==> config.mk <==
export PLATFORM = sky130hd
export DESIGN_NAME = audio_ps2_synth
export DESIGN_NICKNAME = d
export VERILOG_FILES = /design/src/rtl/audio_ps2_synth.sv
export SDC_FILE = /design/constraint.sdc
export NUM_CORES = 1
export LEC_CHECK = 0
export CAP_MARGIN = 10
export CORE_UTILIZATION = 44
export DETAILED_ROUTE_END_ITERATION = 6
export PLACE_DENSITY_LB_ADDON = 0.1
export SLEW_MARGIN = 10
export SYNTH_ARGS = -nofsm -noshare
export SYNTH_HDL_FRONTEND = slang
export SYNTH_SLANG_ARGS = --single-unit
==> constraint.sdc <==
create_clock -name CLOCK_50 -period 2.86 [get_ports CLOCK_50]
set_input_delay 0.715 -clock CLOCK_50 [delete_from_list [all_inputs] [get_ports CLOCK_50]]
set_output_delay 0.715 -clock CLOCK_50 [all_outputs]
set_load 0.05 [all_outputs]
==> src/rtl/audio_ps2_synth.sv <==
`timescale 1ns/1ps
// ============================================================================
// audio_ps2_synth
//
// PS/2 keyboard-driven square-wave tone generator for the audio codec path.
// A PS/2 receiver decodes scancodes. The last valid byte is shown on two
// 7-segment digits. While a mapped key is held, a fixed note plays as a
// signed 16-bit square wave. Samples go to the codec with a periodic strobe.
//
// Ports:
//   CLOCK_50     in   1   system clock; all logic on its rising edge
//   KEY          in   4   KEY[0] = asynchronous active-low reset; KEY[3:1] unused
//   ps2_clock    in   1   PS/2 clock from keyboard (asynchronous)
//   ps2_data     in   1   PS/2 data from keyboard (asynchronous)
//   HEX0         out  7   low nibble of last byte, active-low, bit6=g .. bit0=a
//   HEX1         out  7   high nibble of last byte, same encoding
//   square_wave  out  16  signed sample: +AMPLITUDE, -AMPLITUDE or 0
//   wr           out  1   one-cycle sample-write strobe every SAMPLE_DIV clocks
//
// Build option:
//   AUDIO_PS2_PARITY_CHECK_EN  when defined, frames without odd parity are
//                              dropped; otherwise the parity bit is ignored.
// ============================================================================
module audio_ps2_synth #(
    parameter int unsigned CLK_HZ      = 50_000_000,
    parameter int unsigned SAMPLE_DIV  = 1042,
    parameter logic [15:0] AMPLITUDE   = 16'h2000,
    parameter int unsigned PS2_TIMEOUT = 25000
) (
    input  logic        CLOCK_50,
    input  logic [3:0]  KEY,
    input  logic        ps2_clock,
    input  logic        ps2_data,
    output logic [6:0]  HEX0,
    output logic [6:0]  HEX1,
    output logic [15:0] square_wave,
    output logic        wr
);

    // The lowest note (262 Hz) has the longest half-period.
    localparam int unsigned TW = $clog2(CLK_HZ / 524 + 1);
    localparam int unsigned SW = (SAMPLE_DIV > 1) ? $clog2(SAMPLE_DIV) : 1;
    localparam int unsigned PW = (PS2_TIMEOUT > 1) ? $clog2(PS2_TIMEOUT) : 1;

    // Key FSM: waiting for a make code, or a break prefix (F0) has been seen.
    localparam logic [0:0] KS_MAKE  = 1'b0;
    localparam logic [0:0] KS_BREAK = 1'b1;

    localparam logic [7:0] SC_BREAK    = 8'hF0;
    localparam logic [7:0] SC_EXTENDED = 8'hE0;

    logic w_rst_n;
    logic w_unused_keys;

    assign w_rst_n       = KEY[0];
    assign w_unused_keys = ^KEY[3:1];

    // ------------------------------------------------------------------------
    // Helpers
    // ------------------------------------------------------------------------
    function automatic logic [TW-1:0] half_of(input int unsigned hz);
        return TW'(CLK_HZ / (2 * hz));
    endfunction

    function automatic logic [6:0] seg7(input logic [3:0] v);
        logic [6:0] s;
        case (v)
            4'h0: s = 7'b1000000;
            4'h1: s = 7'b1111001;
            4'h2: s = 7'b0100100;
            4'h3: s = 7'b0110000;
            4'h4: s = 7'b0011001;
            4'h5: s = 7'b0010010;
            4'h6: s = 7'b0000010;
            4'h7: s = 7'b1111000;
            4'h8: s = 7'b0000000;
            4'h9: s = 7'b0010000;
            4'hA: s = 7'b0001000;
            4'hB: s = 7'b0000011;
            4'hC: s = 7'b1000110;
            4'hD: s = 7'b0100001;
            4'hE: s = 7'b0000110;
            default: s = 7'b0001110;
        endcase
        return s;
    endfunction

    // ------------------------------------------------------------------------
    // PS/2 input synchronisers and falling-edge detect
    // ------------------------------------------------------------------------
    logic r_ps2c_meta, r_ps2c_sync, r_ps2c_prev;
    logic r_ps2d_meta, r_ps2d_sync;
    logic w_fall;

    // Idle-high reset values so leaving reset never fakes a falling edge.
    always_ff @(posedge CLOCK_50 or negedge w_rst_n) begin
        if (!w_rst_n) begin
            r_ps2c_meta <= 1'b1;
            r_ps2c_sync <= 1'b1;
            r_ps2c_prev <= 1'b1;
            r_ps2d_meta <= 1'b1;
            r_ps2d_sync <= 1'b1;
        end else begin
            r_ps2c_meta <= ps2_clock;
            r_ps2c_sync <= r_ps2c_meta;
            r_ps2c_prev <= r_ps2c_sync;
            r_ps2d_meta <= ps2_data;
            r_ps2d_sync <= r_ps2d_meta;
        end
    end

    assign w_fall = r_ps2c_prev & ~r_ps2c_sync;

    // ------------------------------------------------------------------------
    // Frame receiver: start, d0..d7, parity, stop; LSB first
    // ------------------------------------------------------------------------
    logic [3:0]    r_bit_cnt;
    logic [9:0]    r_shift;
    logic [PW-1:0] r_to_cnt;
    logic [7:0]    r_byte;
    logic          r_byte_stb;
    logic [10:0]   w_frame;
    logic          w_parity_ok;
    logic          w_frame_ok;

    // The first bit shifted in has reached bit 0 by the 11th edge, so the
    // frame is the first ten bits plus the one being sampled now.
    assign w_frame = {r_ps2d_sync, r_shift};

`ifdef AUDIO_PS2_PARITY_CHECK_EN
    assign w_parity_ok = ^w_frame[9:1];
`else
    logic w_unused_parity;
    assign w_unused_parity = w_frame[9];
    assign w_parity_ok     = 1'b1;
`endif

    assign w_frame_ok = ~w_frame[0] & w_frame[10] & w_parity_ok;

    always_ff @(posedge CLOCK_50 or negedge w_rst_n) begin
        if (!w_rst_n) begin
            r_bit_cnt  <= '0;
            r_shift    <= '0;
            r_to_cnt   <= '0;
            r_byte     <= '0;
            r_byte_stb <= 1'b0;
        end else begin
            r_byte_stb <= 1'b0;
            if (w_fall) begin
                r_to_cnt <= '0;
                if (r_bit_cnt == 4'd10) begin
                    r_bit_cnt <= '0;
                    if (w_frame_ok) begin
                        r_byte     <= w_frame[8:1];
                        r_byte_stb <= 1'b1;
                    end
                end else begin
                    r_bit_cnt <= r_bit_cnt + 4'd1;
                    r_shift   <= {r_ps2d_sync, r_shift[9:1]};
                end
            end else if (r_bit_cnt != 4'd0) begin
                // A stalled partial frame is abandoned so the next start bit
                // lines up with bit 0 again.
                if (r_to_cnt == PW'(PS2_TIMEOUT - 1)) begin
                    r_bit_cnt <= '0;
                    r_to_cnt  <= '0;
                end else begin
                    r_to_cnt <= r_to_cnt + PW'(1);
                end
            end else begin
                r_to_cnt <= '0;
            end
        end
    end

    // ------------------------------------------------------------------------
    // Scancode to note half-period map
    // ------------------------------------------------------------------------
    logic          w_map_hit;
    logic [TW-1:0] w_map_half;

    always_comb begin
        w_map_hit  = 1'b1;
        w_map_half = '0;
        case (r_byte)
            8'h15: w_map_half = half_of(262);
            8'h1D: w_map_half = half_of(294);
            8'h24: w_map_half = half_of(330);
            8'h2D: w_map_half = half_of(349);
            8'h2C: w_map_half = half_of(392);
            8'h35: w_map_half = half_of(440);
            8'h3C: w_map_half = half_of(494);
            8'h43: w_map_half = half_of(523);
            8'h44: w_map_half = half_of(587);
            8'h4D: w_map_half = half_of(659);
            8'h54: w_map_half = half_of(698);
            8'h5B: w_map_half = half_of(784);
            default: w_map_hit = 1'b0;
        endcase
    end

    // ------------------------------------------------------------------------
    // Key FSM, display byte and tone generator
    // ------------------------------------------------------------------------
    logic [0:0]    r_key_st;
    logic [7:0]    r_last;
    logic          r_active;
    logic [7:0]    r_note_key;
    logic [TW-1:0] r_half;
    logic [TW-1:0] r_tone_cnt;
    logic          r_phase;

    always_ff @(posedge CLOCK_50 or negedge w_rst_n) begin
        if (!w_rst_n) begin
            r_key_st   <= KS_MAKE;
            r_last     <= '0;
            r_active   <= 1'b0;
            r_note_key <= '0;
            r_half     <= '0;
            r_tone_cnt <= '0;
            r_phase    <= 1'b0;
        end else begin
            if (r_active) begin
                if (r_tone_cnt == r_half - TW'(1)) begin
                    r_tone_cnt <= '0;
                    r_phase    <= ~r_phase;
                end else begin
                    r_tone_cnt <= r_tone_cnt + TW'(1);
                end
            end else begin
                r_tone_cnt <= '0;
                r_phase    <= 1'b0;
            end

            // Byte handling comes last so a note start overrides the tone
            // counter update above.
            if (r_byte_stb) begin
                r_last <= r_byte;
                if (r_byte == SC_BREAK) begin
                    r_key_st <= KS_BREAK;
                end else if (r_byte == SC_EXTENDED) begin
                    r_key_st <= r_key_st;
                end else if (r_key_st == KS_BREAK) begin
                    r_key_st <= KS_MAKE;
                    if (r_active && (r_byte == r_note_key)) begin
                        r_active <= 1'b0;
                    end
                end else if (w_map_hit && !(r_active && (r_byte == r_note_key))) begin
                    // Typematic repeats of the sounding key fall outside
                    // this branch, so the waveform is not restarted.
                    r_active   <= 1'b1;
                    r_note_key <= r_byte;
                    r_half     <= w_map_half;
                    r_tone_cnt <= '0;
                    r_phase    <= 1'b0;
                end
            end
        end
    end

    assign HEX0 = seg7(r_last[3:0]);
    assign HEX1 = seg7(r_last[7:4]);

    // ------------------------------------------------------------------------
    // Sample clock and registered sample
    // ------------------------------------------------------------------------
    logic [SW-1:0] r_smp_cnt;
    logic          r_wr;
    logic [15:0]   r_sample;
    logic [15:0]   w_neg_amp;
    logic [15:0]   w_next_sample;

    assign w_neg_amp     = 16'd0 - AMPLITUDE;
    assign w_next_sample = r_active ? (r_phase ? w_neg_amp : AMPLITUDE) : 16'd0;

    // The sample only moves together with wr, so the codec sees a value that
    // is stable for the whole strobe period.
    always_ff @(posedge CLOCK_50 or negedge w_rst_n) begin
        if (!w_rst_n) begin
            r_smp_cnt <= '0;
            r_wr      <= 1'b0;
            r_sample  <= '0;
        end else if (r_smp_cnt == SW'(SAMPLE_DIV - 1)) begin
            r_smp_cnt <= '0;
            r_wr      <= 1'b1;
            r_sample  <= w_next_sample;
        end else begin
            r_smp_cnt <= r_smp_cnt + SW'(1);
            r_wr      <= 1'b0;
        end
    end

    assign square_wave = r_sample;
    assign wr          = r_wr;

endmodule

==> results.cfg, run 1 <==
[global_routing]
grt_pass1_wl_mm = 23.1
gr-total-overflow = 0
busiest_layer = met2
grt_use_met1_pct = 27.0
grt_max_degree = 52
grt_pass1_vias = 4695
grt_usage_pct = 19.4
grtUsageMet2_pct = 30.6
antenna_found_initial = 0
met3_usage_pct = 2.91

[pwr]
power_density_mw_per_mm2 = 436
total_leakage_power_nw = 3.13
p_total_mw = 3.15
vdd_drop_max_v = 0.000362

[synthesis]
synthFlopType = dfrtp_1
synth_edf_count = 0
netlist_top_cells_area = dfrtp_1 (40%), nand2_1 (5.0%), xnor2_1 (4.7%)
yosysMostFrequentCell = dfrtp_1
synth-seq-cells = 109
synth-async-reset-ratio_pct = 100
netlist_area_mm2 = 0.00646
synth_cell_type_count = 77
syn_area_per_cell_um2 = 9.36
synth_top_area_share_pct = 40.3
yosysTopAreaCell = dfrtp_1
synthTopCellsByCount = dfrtp_1 (104), nand2_1 (86), nor2_1 (63), xnor2_1 (35), nand3_1 (31)
yosys_warnings = 0
yosysSeqAreaShare_pct = 42.3
synthCells = 690

[critical_path]
path_cells = inv_1 > ha_2 > nor2b_1 > or3b_2 > o21ai_0 > buf_12
cp_top_family = simple AND/OR/NAND/NOR gates
worst-path-buf-inv = 2
crit_required_ns = 2.14
max_stage_delay_ns = 0.45
arrival_ns = 2.02
slowest_stage = or3b_2
critPathKind = flop to output pin
crit_fanout = 5
cp-end-kind = output pin
cp-start-kind = flop

[clock_tree]
h-tree-depth = 3
cts_tree = built
clk_latency_ns = 0.35
ctsHoldBuffers = 0
post_cts_buffers = 0
cts_buffers = 9
clk_path_buf_depth = 2
cts_root_buf = clkbuf_16
clk_pin_slew_ns = 0.07
cts_sinks = 109

[sta]
max_freq_ghz = 0.365
rsz0062_at_grt = false
setup_tns_ns = 0
setup_violations = 0
slew_viol_final = 0
skew_ns = 0.00704
fin_crit_sh_pct = 95.7
finalHoldViolCount = 0
setup_ws_ns = 0.122
holdWs_ns = 0.325
worst_slew_pin_slew_ns = 0.753
relSlewSlack_pct = 49.6
period_minus_slack_ns = 2.74

[routing]
drtIter0Drc = 249
first_pass_iters = 4
vias_per_cell = 5.51
detail-route-antenna-nets = 0
wire_per_inst_um = 15.0
route.detailed.drc = 0
wl_mm = 13.5
vias = 4961

[die]
io_pins = 38
rows = 43
core-area_mm2 = 0.0141
start_util_pct = 45.8
die_x_um = 123
die_area_mm2 = 0.0152
die_height_um = 123

[layout]
seq_area_mm2 = 0.00273
multi_input_area_mm2 = 0.00345
drive_gt1_share_pct = 14.8
num_antenna_cells = 0
syn_to_final_growth_pct = 11.6
fin_nets = 743
n_fill_cell = 1281
utilization_pct = 51.2

[place]
gp_congestion = 0.825
port_buffers = 21
hpwl_mm = 9.69
dpl_worst_slack_ns = 0.0978

[status]
status = complete, no violations

[flow_run]
max_cap_viol_count = 0

[hold_path]
min-delay-path-class = input port to asynchronous set/reset pin
-- report_power, final --
| part | switching [mW] | internal (mW) | total, mW |
|---|---|---|---|
| clock network | 0.612 | 0.633 | 1.25 |
| logic | 0.162 | 0.0707 | 0.233 |
| registers | 0.0606 | 1.61 | 1.67 |
-- registers in the layout, indices dropped and copies added, names as in the netlist, 8 cells and up --
| signal | count |
|---|---|
| r_shift | 10 |
| r_half | 16 |
| r_tone_cnt | 17 |
| r_last | 8 |
| r_smp_cnt | 11 |
| r_to_cnt | 15 |
| r_note_key | 8 |
| r_byte | 8 |
-- path summary, 6_finish.rpt --
kind	startpoint	end	slack [ns]	depth (start not counted)
worst max-delay path	r_last[5]	HEX1[0]	0.12	6
worst min-delay path	KEY[0]	wr	0.32	1
worst max register to register	r_half[14]	r_tone_cnt[13]	0.17	9
worst min register to register	r_ps2d_meta	r_ps2d_sync	0.36	0
max in group asynchronous	KEY[0]	r_ps2d_sync	1.80	2
min in group CLOCK_50	r_ps2d_meta	r_ps2d_sync	0.36	0
-- kinds of logic after synthesis --
logic type / count (synthesis) / share of synthesized area, %
compound gates: 108 / 11.2
xor+xnor: 61 / 8.27
fa+ha+maj: 20 / 3.87
buf+inv: 65 / 5.17
flops: 109 / 42.3
mux: 24 / 4.42
other cells: 1 / 0.0580
simple gates: 302 / 24.7
-- per-stage QoR --
step	area, um^2	std cells
5_1_grt	7210	901
4_1_cts	7200	901
2_1_floorplan	6510	702
3_5_place_dp	6910	885
3_3_place_gp	6910	885
6_report	7210	901
-- layer usage --
metal	part of all wire [%]	vias to the layer above
li1	-	2450
met1	49	2426
met2	47	72
met3	2.5	13
met4	1.7	0
met5	0	-
-- placed cells by master, fill, tap and decap left out, types with 5 or more instances in the layout --
master,n
dfstp_2,5
nor3b_1,6
or3_1,5
xnor2_1,35
a31oi_1,13
ha_1,19
inv_1,16
nand3_1,31
xor2_1,26
and3_1,6
conb_1,13
o21ai_0,29
nand3b_1,9
nand2_1,86
mux2_2,16
dfrtp_1,104
nand2b_1,5
nor4_1,7
nor2b_1,13
clkbuf_16,9
mux2i_1,6
buf_4,38
clkdlybuf4s50_1,6
nor2_1,63
nand4_1,8
a21oi_1,20
nor3_1,24
-- layout make-up --
class / count / area share [%]
inverters: 18 / 0.937
multi-input cells: 528 / 47.8
repair buffers: 50 / 6.14
clock inverters: 6 / 0.746
well taps: 180 / 3.12
clock buffers: 10 / 3.31
flip-flops and latches: 109 / 37.9
-- repair_timing --
item | in CTS | in global routing
hold endpoints to repair | 0 | 0
pin swaps | 0 | 0
setup endpoints to repair | 2 | 2
resized for setup | 2 | 3
Note: power is estimated with default switching activity, not from simulation.
==> run 2: changes to the inputs <==
--- a/config.mk
+++ b/config.mk
@@ -9,6 +9,7 @@
 export CORE_UTILIZATION = 44
 export DETAILED_ROUTE_END_ITERATION = 6
 export PLACE_DENSITY_LB_ADDON = 0.1
+export RECOVER_POWER = 100
 export SLEW_MARGIN = 10
 export SYNTH_ARGS = -nofsm -noshare
 export SYNTH_HDL_FRONTEND = slang
==> results.cfg, run 2 (same netlist as run 1, synthesis figures left out) <==
[place]
port_buffers = 21
dpl_worst_slack_ns = 0.0978
gp_congestion = 0.825
hpwl_mm = 9.69

[routing]
vias = 4939
first_pass_iters = 5
wl_mm = 13.5
drtIter0Drc = 261
wire_per_inst_um = 15.0
vias_per_cell = 5.48
detail-route-antenna-nets = 0
route.detailed.drc = 0

[clock_tree]
cts_tree = built
clk_latency_ns = 0.35
ctsHoldBuffers = 0
post_cts_buffers = 0
h-tree-depth = 3
cts_root_buf = clkbuf_16
cts_buffers = 9
cts_sinks = 109
cts-resized-gates = 2
clk_path_buf_depth = 2
clk_pin_slew_ns = 0.08

[sta]
relSlewSlack_pct = -40.1
skew_ns = 0.00802
period_minus_slack_ns = 2.74
rsz0062_at_grt = false
setup_violations = 0
max_freq_ghz = 0.365
finalHoldViolCount = 0
setup_ws_ns = 0.120
setup_tns_ns = 0
worst_slew_pin_slew_ns = 2.10
slew_viol_final = 38
fin_crit_sh_pct = 95.8

[layout]
final_cell_mix = dfrtp_1 (104), nand2_1 (86), nor2_1 (63)
largest_reg_flops = 17
largest_registers = r_tone_cnt: 17 flops, r_half: 16 flops, r_to_cnt: 15 flops
num_antenna_cells = 0
largest-register = r_tone_cnt
multi_input_area_mm2 = 0.00344
fin_nets = 743
final_common_cell = dfrtp_1
seq_area_mm2 = 0.00273
n_fill_cell = 1290
syn_to_final_growth_pct = 10.9
drive_gt1_share_pct = 14.0

[status]
status = finished, violations left
violations = capacitance limit, slew limit

[pwr]
total_leakage_power_nw = 3.13
vdd_drop_max_v = 0.000362
clkPwrFrac_pct = 39.7
power_density_mw_per_mm2 = 439
netSwitchingFraction_pct = 26.6
power_switching_uw = 838
p_seq_share_pct = 53.0
internal_power_mw = 2.31
pwr-share-comb_pct = 7.4

[global_routing]
grt_max_degree = 52
grt_pass1_vias = 4695
grt_pass1_wl_mm = 23.1
grt_usage_pct = 19.4
gr-total-overflow = 0
antenna_found_initial = 0

[critical_path]
cp-start-kind = flop
crit_fanout = 5
r2r-start = r_half[14]
rrSetupSlack_ns = 0.20
cp-end-kind = output pin
reg2reg_to = r_tone_cnt[13]
r2r_cells = 9
arrival_ns = 2.02
critPathKind = flop to output pin
crit_required_ns = 2.14

[die]
die_height_um = 123
die_area_mm2 = 0.0152
rows = 43
die_x_um = 123
io_pins = 38
core-area_mm2 = 0.0141
start_util_pct = 45.8

[hold_path]
holdPathStages = 0
hold_end = r_ps2d_sync
min-delay-start = r_ps2d_meta
min-delay-path-class = flop to flop

[flow_run]
max_cap_viol_count = 1
-- run 2: changes by cell type in the layout (fill, tap and decap cells not counted), sizes merged --
cell | before | now
clkbuf | 10 | 25
clkdlybuf4s50 | 6 | 0
dlygate4sd3 | 0 | 6
buf | 42 | 27
-- run 2: worst max path at each step --
| stage | startpoint | to | slack [ns] |
|---|---|---|---|
| final | r_last[5] | HEX1[0] | 0.12 |
| after CTS | r_half[7] | r_phase | 0.04 |
| after detailed placement | r_half[7] | r_phase | 0.1 |
| after global routing | r_last[5] | HEX1[0] | 0.02 |
| after floorplan | r_last[1] | HEX0[0] | 0.13 |
| after global placement | r_half[7] | r_phase | 0.06 |
-- run 2: power groups by stage --
stage                     clock [mW]  combinational (mW)  sequential [mW]
after global routing            1.35               0.275             1.68
after detailed placement           0               0.239             1.70
after floorplan                    0               0.182             1.68
final                           1.25               0.232             1.67
after global placement             0               0.232             1.69
after CTS                       1.29               0.240             1.67
-- run 2: critical path, stage by stage (launching register included) --
cell and delay [ns]:
dfrtp_1 0.43, inv_1 0.16, ha_2 0.24, nor2b_1 0.06, or3b_2 0.45, o21ai_0 0.15
buf_12 0.18
-- run 2: cell type report --
type                    count  area share (%)
clock inverters             6           0.751
repair buffers             50            5.64
inverters                  18           0.943
clock buffers              10            3.34
flip-flops and latches    109            38.2
multi-input cells         528            48.0
well taps                 180            3.14
-- run 2: per-stage QoR --
step | instances | power [mW] | instance area (um^2) | hold WS [ns] | util (%)
floorplan | 702 | 1.86 | 6510 | 0.345 | -
global placement | 885 | 1.93 | 6910 | 0.345 | 49.1
detailed placement | 885 | 1.94 | 6910 | 0.348 | 49.1
CTS | 901 | 3.20 | 7200 | 0.332 | 51.1
global route | 901 | 3.30 | 7160 | 0.361 | 50.8
finish | 901 | 3.15 | 7160 | 0.358 | 50.8
-- run 2: metal layers --
metal / GRT usage (%) / share of wire (%) / up-vias
met5: 0 / 0 / -
met4: 7.15 / 1.7 / 0
met3: 2.91 / 2.8 / 13
met2: 30.6 / 47 / 68
met1: 27.0 / 49 / 2407
li1: - / - / 2451
==> RTL change 1: new RTL, flow settings as in run 2 <==
Add an input register stage for `KEY` and `ps2_data`; this delays them by one clock.
--- a/src/rtl/audio_ps2_synth.sv
+++ b/src/rtl/audio_ps2_synth.sv
@@ -51,2 +51,10 @@
 
+    logic [3:0] KEY_q;
+    logic ps2_data_q;
+
+    always_ff @(posedge CLOCK_50) begin
+        KEY_q      <= KEY;
+        ps2_data_q <= ps2_data;
+    end
+
     logic w_rst_n;
@@ -54,4 +62,4 @@
 
-    assign w_rst_n       = KEY[0];
-    assign w_unused_keys = ^KEY[3:1];
+    assign w_rst_n       = KEY_q[0];
+    assign w_unused_keys = ^KEY_q[3:1];
 
@@ -106,3 +114,3 @@
             r_ps2c_prev <= r_ps2c_sync;
-            r_ps2d_meta <= ps2_data;
+            r_ps2d_meta <= ps2_data_q;
             r_ps2d_sync <= r_ps2d_meta;
Check against the original RTL: same outputs for any inputs over 10 cycles, from zero or initial values; that may be too few to reach the edited logic, so the function may still have changed.
==> RTL change 1 against run 2 <==
  * Clock power is 11% higher
  * Final area up 2.3%
  * The flow still finishes with violations (capacitance limit, slew limit)
  * Setup slack better by 0.016 ns
  * Synthesized area up 0.62%
  * First-iteration DRC count is 0.38% higher
  * Routed wire length increased by 1.5%
  * Register-to-register slack worse by 0.02 ns
  * Total power grew 5.5%
  * Core utilization decreased by 0.23 points
  * Sequential cell count up 2
  * Highest routed layer unchanged
==> RTL change 1: results (changes against run 2) <==
Outcome
  • Status: finished, violations left (unchanged)
  • Violated checks: capacitance limit, slew limit (unchanged)

Setup path
  • CP max FO: 5 (unchanged)
  • Delay-heaviest family, CP: simple AND/OR/NAND/NOR gates (unchanged)
  • Worst path max stage delay: 0.46 ns

Global routing
  • Largest net degree at the start of global routing: 74 (was 52)
  • GRT met2 Usage: 31.3% (was 30.6%)
  • Initial antenna violation count: 0 (unchanged)
  • Vias in the first global route: 4,751 (was 4,695)
  • Met1 usage: 26.6% (was 27.0%)
  • GR Util met3: 2.68% (was 2.91%)
  • GRT Resource Usage Total: 19.5% (was 19.4%)
  • Global-route wire length before repair: 23,000 um (was 23,100 um)

Final layout
  • Layout clock area frac: 4.51% (was 4.09%)
  • Multi-In Gates: 528 (unchanged)
  • Register Area: 2780 um2 (was 2730 um2)
  • Fin nets: 756 (was 743)
  • Synth-to-layout area growth: 12.7% (was 10.9%)
  • Clock buffers: 10 (unchanged)
  • Biggest regs: r_tone_cnt: 17 flops, r_half: 16 flops, r_to_cnt: 15 flops (unchanged)
  • N_diodes: 0 (unchanged)
  • Fraction of area in multi-input gates: 47.1% (was 48.0%)
  • NonClk Buf Share: 6.40% (was 5.64%)
  • Fill cell instance count of the final layout: 1,369 (was 1,290)
  • Non-clk bufs: 61 (was 50)
  • Non-clk invs: 18 (unchanged)
  • Share of layout cells above drive strength 1: 15.3% (was 14.0%)

Routing
  • DRT met1 WL: 6530 um (was 6550 um)
  • Met2 WL post-DR: 6510 um (was 6310 um)
  • Via Count: 5,060 (was 4,939)
  • First-pass detailed-route iteration total: 5 (unchanged)
  • DR WL met3: 393 um (was 377 um)
  • Routed wire per std cell: 14.9 um (was 15.0 um)
  • 1st-iter DRT viols: 262 (was 261)

Clock tree
  • # resized after CTS: 3 (was 2)
  • Setup bufs post-CTS: 1 (was 0)
  • TritonCTS Buffers: 9 (unchanged)
  • Clock Tree Buf Depth: 2 (unchanged)
  • H-Tree Depth: 3 (unchanged)
  • Worst-Skew Late Latency: 0.36 ns
  • Clk root buf: clkbuf_16 (unchanged)

Synth
  • Sequential-to-total area share from yosys stat: 42.7% (was 42.3%)
  • Avg Inst Size Synth: 9.39 um2 (was 9.36 um2)
  • Ranking of synthesized cells by area: dfrtp_1 40%, nand2_1 5.0%, xnor2_1 4.7% (unchanged)
  • #FFs+latches synth: 111 (was 109)
  • Yosys cell types: 78 (was 77)
  • Asr flop ratio synth: 98.2% (was 100%)

Timing
  • Slew @ Worst Pin: 1.71 ns (was 2.10 ns)
  • Final Skew: 0.00894 ns (was 0.00802 ns)
  • Fin. max-slew vios: 74 (was 38)

Placed design
  • RD Place Congestion: 0.810 (was 0.825)
  • DP HPWL: 10,000 um (was 9690 um)
  • Input/output buffers: 21 (unchanged)
  • Area post-placement: 7020 um2 (was 6910 um2)

Power
  • Leakage: 3.23 nW (was 3.13 nW)
  • Worst vdd ir: 0.375 mV (was 0.362 mV)

Hold path
  • Hold Path Class: reg -> reg (unchanged)

Job
  • Max Cap Viol: 1 (unchanged)
[RTL change 1: cells by family after synthesis]
logic type      Yosys count  synth area share, %
mux                      24                 4.39
xor+xnor                 61                 8.22
fa+ha+maj                20                 3.85
buf+inv                  65                 5.14
simple gates            302                 24.6
other cells               1               0.0577
compound gates          108                 11.1
flops                   111                 42.7
[RTL change 1: final timing paths]
check                               endpoint  slack [ns]  startpoint  depth (start not counted)
worst max-delay path                 HEX0[0]        0.14   r_last[1]                          6
worst min-delay path             r_ps2d_meta        0.30  ps2_data_q                          0
worst max register to register       r_phase        0.18   r_half[3]                          7
worst min register to register   r_ps2d_meta        0.30  ps2_data_q                          0
max in group asynchronous          r_half[0]        0.85    KEY_q[0]                          1
min in group asynchronous       r_smp_cnt[0]        0.71    KEY_q[0]                          0
[RTL change 1: per-stage QoR]
step / instances / setup WS (ns) / utilization (%) / hold slack [ns] / TNS, ns
after detailed placement: 901 / -0.125 / 48.5 / 0.288 / -1.58
after global placement: 901 / -0.0766 / 48.5 / 0.285 / -0.396
final: 918 / 0.137 / 50.6 / 0.297 / 0
after floorplan: 704 / 0.134 / - / 0.284 / 0
after global routing: 918 / 0.0279 / 50.6 / 0.308 / 0
after CTS: 918 / 0.0266 / 50.9 / 0.298 / 0
[RTL change 1: worst register-to-register path, delay by kind of cell (launching register included)]
family	cells	cell delay, ns
AO/OA/AOI/OAI	1	0.45
buffers and inverters	1	0.19
flip-flops	1	0.47
multiplexers	2	0.44
AND/OR/NAND/NOR	3	1.07
[RTL change 1: power by group]
| part | internal, W | switching, W | leakage (nW) |
|---|---|---|---|
| clock | 0.000797 | 0.000593 | 0.163 |
| sequential | 0.00164 | 0.0000829 | 1.50 |
| combinational | 0.0000673 | 0.000144 | 1.56 |
| total | 0.00250 | 0.000820 | 3.23 |
==> RTL change 2: new RTL, settings of run 2 <==
Made on the original files. Add a define of `AUDIO_PS2_PARITY_CHECK_EN`.
--- a/src/rtl/audio_ps2_synth.sv
+++ b/src/rtl/audio_ps2_synth.sv
@@ -23,2 +23,4 @@
 // ============================================================================
+`define AUDIO_PS2_PARITY_CHECK_EN
+
 module audio_ps2_synth #(
Formal check against the unedited RTL: no difference found for any inputs over 10 cycles, from zero or initial values; that may be too few to reach the edited logic, so the function may still have changed.
==> RTL change 2 against run 2 <==
  * Sequential cell count did not move
  * Clock skew barely moved
  * Die area down 0.52%
  * Non-clock buffer count up 3
  * Core utilization rose by 0.11 points
  * Synthesized area fell by 0.52%
  * Setup slack improved by 0.0048 ns
  * Synthesized cell count decreased by 7.2%
  * Critical path depth unchanged
  * Routed wire length fell by 2.6%
  * Final area fell by 0.17%
  * Largest cell class unchanged
Power is not compared: it rests on default switching activity, and its combinational part moved more than twofold at a synthesized area within 25%.
==> RTL change 2: results (changes against run 2) <==
Final layout
  • Fill cell instance count of the final layout: 1,321 (was 1,290)
  • Fin nets: 700 (was 743)
  • Layout clock area frac: 4.08% (was 4.09%)
  • Fraction of area in multi-input gates: 47.7% (was 48.0%)
  • Non-clk bufs: 53 (was 50)
  • Area occupied by multi-input gates: 3410 um2 (was 3440 um2)
  • Multi-In Gates: 481 (was 528)
  • NonClk Buf Share: 5.81% (was 5.64%)
  • Non-clk invs: 19 (was 18)

Timing
  • Max_slew headroom: 11.5% (was -40.1%)
  • Tcrit/Tclk final: 95.6% (was 95.8%)
  • Hold Slack: 0.357 ns (was 0.358 ns)
  • Final Skew: 0.00762 ns (was 0.00802 ns)

Placed design
  • RD Place Congestion: 0.900 (was 0.825)
  • Placed cells: 842 (was 885)
  • DP HPWL: 9490 um (was 9690 um)
  • Pre-CTS setup slack: 0.166 ns (was 0.0978 ns)
  • Input/output buffers: 21 (unchanged)
  • Area post-placement: 6960 um2 (was 6910 um2)

Global routing
  • Largest net degree at the start of global routing: 54 (was 52)
  • Global-route wire length before repair: 22,900 um (was 23,100 um)
  • GRT Resource Usage Total: 19.4% (about the same)
  • Vias in the first global route: 4,677 (was 4,695)

Setup path
  • Worst setup startpoint: r_last[4] (was r_last[5])
  • Crit Reg-Reg Endpoint: r_note_key[2] (was r_tone_cnt[13])
  • Worst R2R Start: r_byte[7] (was r_half[14])
  • Worst reg2reg path depth: 6 (was 9)
  • Worst reg2reg setup slack: 0.14 ns (was 0.20 ns)
  • CP max FO: 6 (was 5)

Routing
  • Total Wirelength: 13,100 um (was 13,500 um)
  • Routed wire per std cell: 15.3 um (was 15.0 um)
  • First-pass detailed-route iteration total: 4 (was 5)
  • 1st-iter DRT viols: 224 (was 261)

Die
  • Die area: 15,100 um2 (was 15,200 um2)

Clock tree
  • Clk root buf: clkbuf_16 (unchanged)

Synth
  • Yosys cell types: 68 (was 77)
  • Post-Syn Instances: 640 (was 690)

Outcome
  • Status: finished, final reports clean (was finished, violations left)
[RTL change 2: cell count changes in the layout (fill, tap and decap cells not counted), moves of 5 or more]
cell      delta
mux2_2      +13
nand2b_1     +6
or4_1        +6
nand2_1     -52
nor3b_1      -5
a31oi_1      -7
or3b_2       +6
nor2_1       -5
nor3_1       -6
xor2_1       +5
[RTL change 2: critical path, stage by stage (launching register included)]
cell,delay [ns]
dfrtp_1,0.43
inv_1,0.19
ha_1,0.20
nor2_1,0.05
or3b_2,0.44
o21ai_0,0.16
buf_12,0.19
[RTL change 2: kinds of logic after synthesis]
logic type	share of synthesized area [%]
simple gates	20.8
flops	42.5
compound gates	11.9
xor+xnor	9.13
buf+inv	4.63
mux	7.03
fa+ha+maj	3.89
other cells	0.0583
[RTL change 2: layer usage]
layer	global-route usage, %	vias up	routed length [um]
li1	-	2334	-
met1	25.9	2288	6160
met2	31.3	73	6300
met3	4.32	18	471
met4	5.56	0	189
met5	0	-	0
